### config.mk
export PLATFORM = sky130hd
export DESIGN_NAME = keypad_entry
export DESIGN_NICKNAME = d
export VERILOG_FILES = /design/src/rtl/keypad_entry.sv
export SDC_FILE = /design/constraint.sdc
export NUM_CORES = 1
export LEC_CHECK = 0
export CAP_MARGIN = 10
export CORE_MARGIN = 4
export CORE_UTILIZATION = 51
export DETAILED_ROUTE_END_ITERATION = 12
export GPL_TIMING_DRIVEN = 0
export PLACE_DENSITY = 0.78
export SETUP_SLACK_MARGIN = 0.2
export SYNTH_ARGS = -nofsm -noshare
export SYNTH_HDL_FRONTEND = slang
export SYNTH_SLANG_ARGS = --single-unit
### constraint.sdc
create_clock -name clk -period 2.4 [get_ports clk]
set_clock_uncertainty 0.05 [all_clocks]
set_input_delay 0.48 -clock clk [delete_from_list [all_inputs] [get_ports clk]]
set_output_delay 0.48 -clock clk [all_outputs]
set_load 0.05 [all_outputs]
### src/rtl/keypad_entry.sv
// keypad_entry
//   Front end of the calculator datapath. Turns single key events into a
//   token stream (operands, operators, equals marker) for the ALU/mux stage,
//   limits each operand to MAX_DIGITS decimal digits and each expression to
//   MAX_OPERANDS operands, and shows the value being typed on cur_value.
//
// Ports
//   clk          rising-edge clock
//   rst          synchronous, active-high reset
//   key_valid    key event present
//   key_code     0-9 digit, 10 ADD, 11 SUB, 12 NEG, 13 EQ, 14 CLR, 15 BKSP
//   key_ready    stage accepts a key this cycle (only while entering)
//   out_valid    token present
//   out_ready    downstream accepts the token
//   out_kind     0 operand, 1 operator, 2 equals
//   out_data     operand value, operator code in bit 0 (0 ADD, 1 SUB), or 0
//   cur_value    signed value currently being entered
//   digit_count  digits in the current entry
//   err          one-cycle pulse, the cycle after a rejected key
//   fsm_state    debug view of the FSM (0 ENTRY, 1 EMIT_OPND, 2 EMIT_OP, 3 EMIT_EQ)
//
// Handshake: a key moves when key_valid && key_ready on a rising edge; a
// token moves when out_valid && out_ready on a rising edge. While out_valid
// is high, out_kind/out_data stay constant until that transfer happens.
module keypad_entry #(
   parameter int WIDTH        = 11,
   parameter int MAX_DIGITS   = 3,
   parameter int MAX_OPERANDS = 3
) (
   input  logic             clk,
   input  logic             rst,
   input  logic             key_valid,
   input  logic [3:0]       key_code,
   output logic             key_ready,
   output logic             out_valid,
   input  logic             out_ready,
   output logic [1:0]       out_kind,
   output logic [WIDTH-1:0] out_data,
   output logic [WIDTH-1:0] cur_value,
   output logic [1:0]       digit_count,
   output logic             err,
   output logic [1:0]       fsm_state
);

   localparam int MW = WIDTH - 1;
   localparam logic [1:0] DIGIT_LIMIT = 2'(MAX_DIGITS);
   localparam logic [1:0] OPND_LIMIT  = 2'(MAX_OPERANDS - 1);

   typedef enum logic [1:0] {
      ENTRY     = 2'd0,
      EMIT_OPND = 2'd1,
      EMIT_OP   = 2'd2,
      EMIT_EQ   = 2'd3
   } state_t;

   state_t          state, state_nxt;
   logic [MW-1:0]   mag;
   logic            sign;
   logic [1:0]      dc;
   logic [1:0]      opnd_cnt;
   logic            op_sub;
   logic            pend_eq;     // operand token is followed by EQ, not an operator
   logic [WIDTH-1:0] mag_ext;

   // key decode
   logic key_fire, out_fire;
   logic is_digit, is_op, is_neg, is_eq, is_clr, is_bksp;
   logic digit_ok, op_ok, eq_ok, reject;

   always_comb begin
      key_fire = key_valid && key_ready;
      out_fire = out_valid && out_ready;
      is_digit = key_code < 4'd10;
      is_op    = (key_code == 4'd10) || (key_code == 4'd11);
      is_neg   = key_code == 4'd12;
      is_eq    = key_code == 4'd13;
      is_clr   = key_code == 4'd14;
      is_bksp  = key_code == 4'd15;
      digit_ok = dc < DIGIT_LIMIT;
      op_ok    = (dc != 2'd0) && (opnd_cnt != OPND_LIMIT);
      // An empty entry after an operator still ends with a (zero) operand.
      eq_ok    = (dc != 2'd0) || (opnd_cnt != 2'd0);
      reject   = key_fire && ((is_digit && !digit_ok) ||
                              (is_op && !op_ok) ||
                              (is_eq && !eq_ok));
   end

   // state register
   always_ff @(posedge clk) begin
      if (rst) state <= ENTRY;
      else     state <= state_nxt;
   end

   // next-state logic
   always_comb begin
      state_nxt = state;
      case (state)
         ENTRY: begin
            if (key_fire && ((is_op && op_ok) || (is_eq && eq_ok)))
               state_nxt = EMIT_OPND;
         end
         EMIT_OPND: begin
            if (out_fire) state_nxt = pend_eq ? EMIT_EQ : EMIT_OP;
         end
         EMIT_OP, EMIT_EQ: begin
            if (out_fire) state_nxt = ENTRY;
         end
         default: state_nxt = ENTRY;
      endcase
   end

   // entry datapath
   always_ff @(posedge clk) begin
      if (rst) begin
         mag      <= '0;
         sign     <= 1'b0;
         dc       <= 2'd0;
         opnd_cnt <= 2'd0;
         op_sub   <= 1'b0;
         pend_eq  <= 1'b0;
         err      <= 1'b0;
      end else begin
         err <= reject;
         case (state)
            ENTRY: begin
               if (key_fire) begin
                  if (is_digit) begin
                     if (digit_ok) begin
                        mag <= mag * MW'(10) + MW'(key_code);
                        dc  <= dc + 2'd1;
                     end
                  end else if (is_op) begin
                     if (op_ok) begin
                        op_sub  <= key_code[0];
                        pend_eq <= 1'b0;
                     end
                  end else if (is_neg) begin
                     sign <= ~sign;
                  end else if (is_eq) begin
                     if (eq_ok) pend_eq <= 1'b1;
                  end else if (is_clr) begin
                     mag      <= '0;
                     sign     <= 1'b0;
                     dc       <= 2'd0;
                     opnd_cnt <= 2'd0;
                  end else if (is_bksp) begin
                     if (dc != 2'd0) begin
                        mag <= mag / MW'(10);
                        dc  <= dc - 2'd1;
                        if (dc == 2'd1) sign <= 1'b0;
                     end
                  end
               end
            end
            EMIT_OP: begin
               if (out_fire) begin
                  mag      <= '0;
                  sign     <= 1'b0;
                  dc       <= 2'd0;
                  opnd_cnt <= opnd_cnt + 2'd1;
               end
            end
            EMIT_EQ: begin
               if (out_fire) begin
                  mag      <= '0;
                  sign     <= 1'b0;
                  dc       <= 2'd0;
                  opnd_cnt <= 2'd0;
               end
            end
            default: ;
         endcase
      end
   end

   // Negating a zero magnitude yields zero, so a tracked sign on an empty
   // entry never shows up as negative zero.
   always_comb begin
      mag_ext   = {1'b0, mag};
      cur_value = sign ? (~mag_ext + WIDTH'(1)) : mag_ext;
   end

   // outputs; all derived from registered state, so they hold while stalled
   always_comb begin
      key_ready   = (state == ENTRY);
      out_valid   = (state != ENTRY);
      out_kind    = 2'd0;
      out_data    = '0;
      digit_count = dc;
      fsm_state   = state;
      case (state)
         EMIT_OPND: begin
            out_kind = 2'd0;
            out_data = cur_value;
         end
         EMIT_OP: begin
            out_kind = 2'd1;
            out_data = {{(WIDTH-1){1'b0}}, op_sub};
         end
         EMIT_EQ: begin
            out_kind = 2'd2;
            out_data = '0;
         end
         default: ;
      endcase
   end

endmodule

# After elaboration in Yosys (flattened, before gate mapping)
# Index checks and enable logic that the tools add are counted.
# op_classes
addsub	5
mul	1
div	1
order_cmp	2
n_eq_ne	34
mux	53
bitwise_logic	3
reduce_logical	33
# ops
op	count
$mux 10	10
$mux 2	19
$reduce_and 9->1	3
$eq 4x4->1 const B	6
$pmux 11 s2	1
$ne 4x1->1 const B	5
$pmux 10 s2	1
$ne 2x2->1 const B	9
$mux 1	16
$ne 3x3->1 const B	4
$pmux 2 s3	2
$reduce_bool 2->1	6
$add 11x1->11 const B	1
$mux 11	1
$not 10->11	1
$add 10x4->10	1
$div 10x4->10 const B	1
$logic_and 1x1->1	10
$mul 10x3->9 const B	1
$ne 2x1->1 const B	5
$pmux 2 s2	2
$reduce_and 7->1	1
$logic_or 1x1->1	5
$reduce_and 5->1	1
14 further kinds	20
# totals
reg_bits	20
input_bits	8
output_inout_bits	31
word_cells	140

# Longest topological paths before layout
# Gate-level depths: netlist of run 1.
# depth
ltp_word	11
mapped_depth	11
mapped_depth_nobuf	11

# Worst setup path before layout of run 1
# OpenSTA, ideal clock, no wires.
# synth_path
kind	reg2out
from	register mag[5]
to	output port out_data[8]
t_arrival_ps	3109
path_slack_ps	-1239
path_stages_with_launch	9
cell_sequence	dfxtp_1 -> buf_2 -> buf_1 -> clkbuf_1 -> nor2_1 -> nand4_1 -> o21ai_0 -> xnor2_1 -> nor2b_1
# synth_between
elab_chain_cells	4
# synth_lines
item	line_no	text
start, declared	57	logic [MW-1:0] mag;
start signal, assigned	129	mag <= mag * MW'(10) + MW'(key_code);
start signal, assigned	148	mag <= mag / MW'(10);
$not 10->11	180	cur_value = sign ? (~mag_ext + WIDTH'(1)) : mag_ext;
$add 11x1->11	180	
$mux 11	180	
via cur_value[8]	39	output logic [WIDTH-1:0] cur_value,
$pmux 11 s2	191	case (state)
end, declared	38	output logic [WIDTH-1:0] out_data,
# The timed path passes the listed nets, and every way through them passes these cells.

# Worst setup path in the final report of run 1
# layout_path
from	register mag[8]
to	output port out_data[9]
# layout_between
elab_chain_cells	4
# layout_lines
item	line_no
$not 10->11	180
$add 11x1->11	180
$mux 11	180
$pmux 11 s2	191
# Every way passes these cells.

==> reports/metrics.cfg, run 1 <==
[sta]
fmaxAchievable_mhz=372.3
finalMaxSlewViolations=0
grt_setup_unrepaired=true
slew_headroom_pct=52.48
final_hold_viol_count=0
final.setup.tns_ps=-2155
layout_min_cycle_time_ps=2686
layout_worst_path_cycle_share_pct=111.9
setup-violations-final=14
worst_pin_slew_ps=705.3
postLayoutSetupSlackWorst_ps=-286.1

[floorplanning]
chipWidth_um=82.32
initial_core_util_pct=53.77
core-area_um2=5238
floorplan.rows=26
die_height_um=82.32
dieArea_um2=6776
io-pin-count=39

[global_routing]
grt_busiest_layer=met2
antenna_violations_before_repair=0
track_usage_pct=29.57
gr-usage-met1_pct=37.92
global_route.usage.met3_pct=4.772
global_route_wire_length_before_repair_mm=15.66
grt_pass1_vias=3195
groute.layer.met2.usage_pct=49.92
grt_max_degree=13
gr-total-overflow=0

[critical_path]
timing.critical_path.from_type=flip-flop
timing.critical_path.cells=buf_6 > or2_4 > or3_4 > o31ai_4 > xnor2_4 > and3_4 > buf_8
endpoint_kind=output port
worstPathBufferInverterCount=2
r2r_start=mag[3]$_SDFFE_PP0P_
rrSetupSlack_ps=-210
timing_worst_setup_path_type=reg2out
required_ps=1870
worstReg2RegEnd=mag[9]$_SDFFE_PP0P_
critPathSlowestCell=dfxtp_4
timing.critical_path.fanout_max=10
max_stage_delay_ps=360
worstPathArrival_ps=2160
worstRegToRegCells=9
critical-path-top-delay-family=simple AND/OR/NAND/NOR gates

[min_path]
worst_hold_path.endpoint=opnd_cnt[0]$_SDFFE_PP0P_
worst_hold_path.num_cells=2
hold_path.class=reg2reg
hold_path_startpoint=opnd_cnt[0]$_SDFFE_PP0P_

[power_and_ir_drop]
netSwitchingFraction_pct=43.47
clk_pwr_share_pct=20.1
total_leakage_power_nw=1.986
power.share.combinational_pct=57.5
worst_ir_drop_vdd_mv=0.5185
power.density_cell_area_nw_per_um2=364.3
switchingPower_mw=0.7573
finalPower_mw=1.742
seqPwrFrac_pct=22.3
internal_power_mw=0.9849

[logic_synthesis]
synth-seq-cells=20
ys_types=67
synthDominantAreaCellType=dfxtp_1
yosys-top-cells-count=a21oi_1, nand2_1, ha_1
synthesis.yosys.warnings=0
avgSynthCellArea_um2=7.373
ys_seq_area_share_pct=14.22
netlist_top_cells_area=dfxtp_1, ha_1, xnor2_1
synthesis.instances=382
syn_nets=417
syn_area_um2=2816
netlist.area_leader.share_pct=14.22
dominantRegCellSynth=dfxtp_1
asyncSetResetFlopFracSynth_pct=0
synth_edf_count=0

[layout]
fill_cells=212
n_antenna_cell=0
layout.nets=512
areaGrowthSynthToFinish_pct=69.79
postLayoutCoreUtil_pct=91.30
layout_cells_sized_above_1_pct=48.95

[drt]
avgRoutedWirePerCell_um=24.20
first_pass_iters=7
drt.antenna.violating_nets=0
drt_wl_total_mm=13.21
vias=3948
drt_iter0_drc=533
vias_per_cell=7.231
drt_drc=0

[clock_network]
clk_pin_slew_worst_paths_ps=90
tritoncts.num_buffers=3
numClockSinks=20
clock_tree_from_tritoncts=yes
htreeDepth=1
cts-root-to-sink-buffers=2
clk_latency_ps=270
root_buffer=clkbuf_8
postCtsHoldBufs=0

[placement]
io_buffers=38
gpl.final_weighted_congestion=0.9150
dpl_worst_slack_ps=-776.1
detailed_place_hpwl_mm=6.791

[run_status]
status=complete, but fails checks
failed_checks=setup timing

[run]
cap_viol_max_count=0

[how the worst max path moves through the flow]
| stage | start | to | slack [ps] | depth (start not counted) |
|---|---|---|---|---|
| after floorplan | mag[8]$_SDFFE_PP0P_ | out_data[9] | -160 | 6 |
| after global placement | mag[5]$_SDFFE_PP0P_ | out_data[9] | -740 | 8 |
| after detailed placement | key_code[1] | mag[9]$_SDFFE_PP0P_ | -780 | 8 |
| after CTS | mag[5]$_SDFFE_PP0P_ | out_data[9] | -250 | 8 |
| after global routing | mag[5]$_SDFFE_PP0P_ | out_data[9] | -330 | 8 |
| final | mag[8]$_SDFFE_PP0P_ | out_data[9] | -290 | 7 |
[area by class of cell]
cell class / instances / area, um^2 / area share (%)
buffer: 27 / 264.0 / 5.521
clock buffer: 3 / 41.29 / 0.8634
clock inverter: 1 / 30.03 / 0.6279
inverter: 19 / 83.83 / 1.753
multi-input combinational: 316 / 2983 / 62.38
sequential: 20 / 444.2 / 9.288
tap: 70 / 87.58 / 1.832
timing repair buffer: 90 / 848.3 / 17.74
[per-stage QoR]
stage / instances / hold WS, ps / cell area, um^2
2_1_floorplan: 382 / 386.3 / 3264
3_3_place_gp: 490 / 394.3 / 3732
3_5_place_dp: 490 / 398.7 / 3732
4_1_cts: 518 / 409.3 / 4238
5_1_grt: 546 / 428.3 / 4782
6_report: 546 / 405.7 / 4782
[per-layer routing]
layer	up-vias	part of all wire [%]	wire (um)
li1	1596	-	-
met3	127	11	1458
met5	-	0	0
met4	0	7.2	945
met2	368	47	6156
met1	1857	35	4653
[registers in the layout (all words and copies together), names as in the netlist]
register	flops
opnd_cnt	2
op_sub	1
sign	1
digit_count	2
mag	10
pend_eq	1
err	1
fsm_state	2
[cells by family (layout without fill, tap and decap cells)]
group	count (synthesis)	in the layout	share of synthesized area, %
and+or+nand+nor	137	137	26.43
AOI/OAI and AO/OA	123	123	30.21
buffers and inverters	46	140	6.842
adders and majority gates	28	28	12.88
xor gates and xnor gates	24	24	7.952
DFF	20	20	14.22
muxes	4	4	1.466
[tightest hold or removal path, delay by kind of cell, from the launching register on]
| family | cells | cell delay [ps] |
|---|---|---|
| compound gates | 1 | 50 |
| flops | 1 | 310 |
| simple gates | 1 | 50 |
[cells in the final DEF (no fill, tap or decap), drive strengths merged, types with 7 or more instances in the layout]
cell type      instances
inv                   17
clkbuf                13
nand3                  7
buf                   94
a22oi                 10
dfxtp                 20
nor3                  12
o21ai                 23
ha                    25
nor2                  25
o22ai                  8
nand2                 28
nor2b                 18
xnor2                 18
clkdlybuf4s50          9
a21oi                 28
nand2b                 9
[power by group through the flow]
stage	registers (mW)	clock network, mW	logic [mW]
2_1_floorplan	0.435	0	0.499
3_3_place_gp	0.401	0	0.695
3_5_place_dp	0.403	0	0.713
4_1_cts	0.386	0.342	0.809
5_1_grt	0.391	0.357	1.04
6_report	0.389	0.351	1.00
[what timing repair did]
item,4_1_cts,5_1_grt
setup endpoints to repair,37,32
buffers inserted,24,28
gates resized for setup,186,120
pin swaps,23,28
Power figures use the tool's default switching activity.
==> run 2, diff against run 1 <==
- CTS_CLUSTER_DIAMETER: default -> 150
==> results of run 2 <==
Final layout, timing and power as in run 1 (identical DEF).
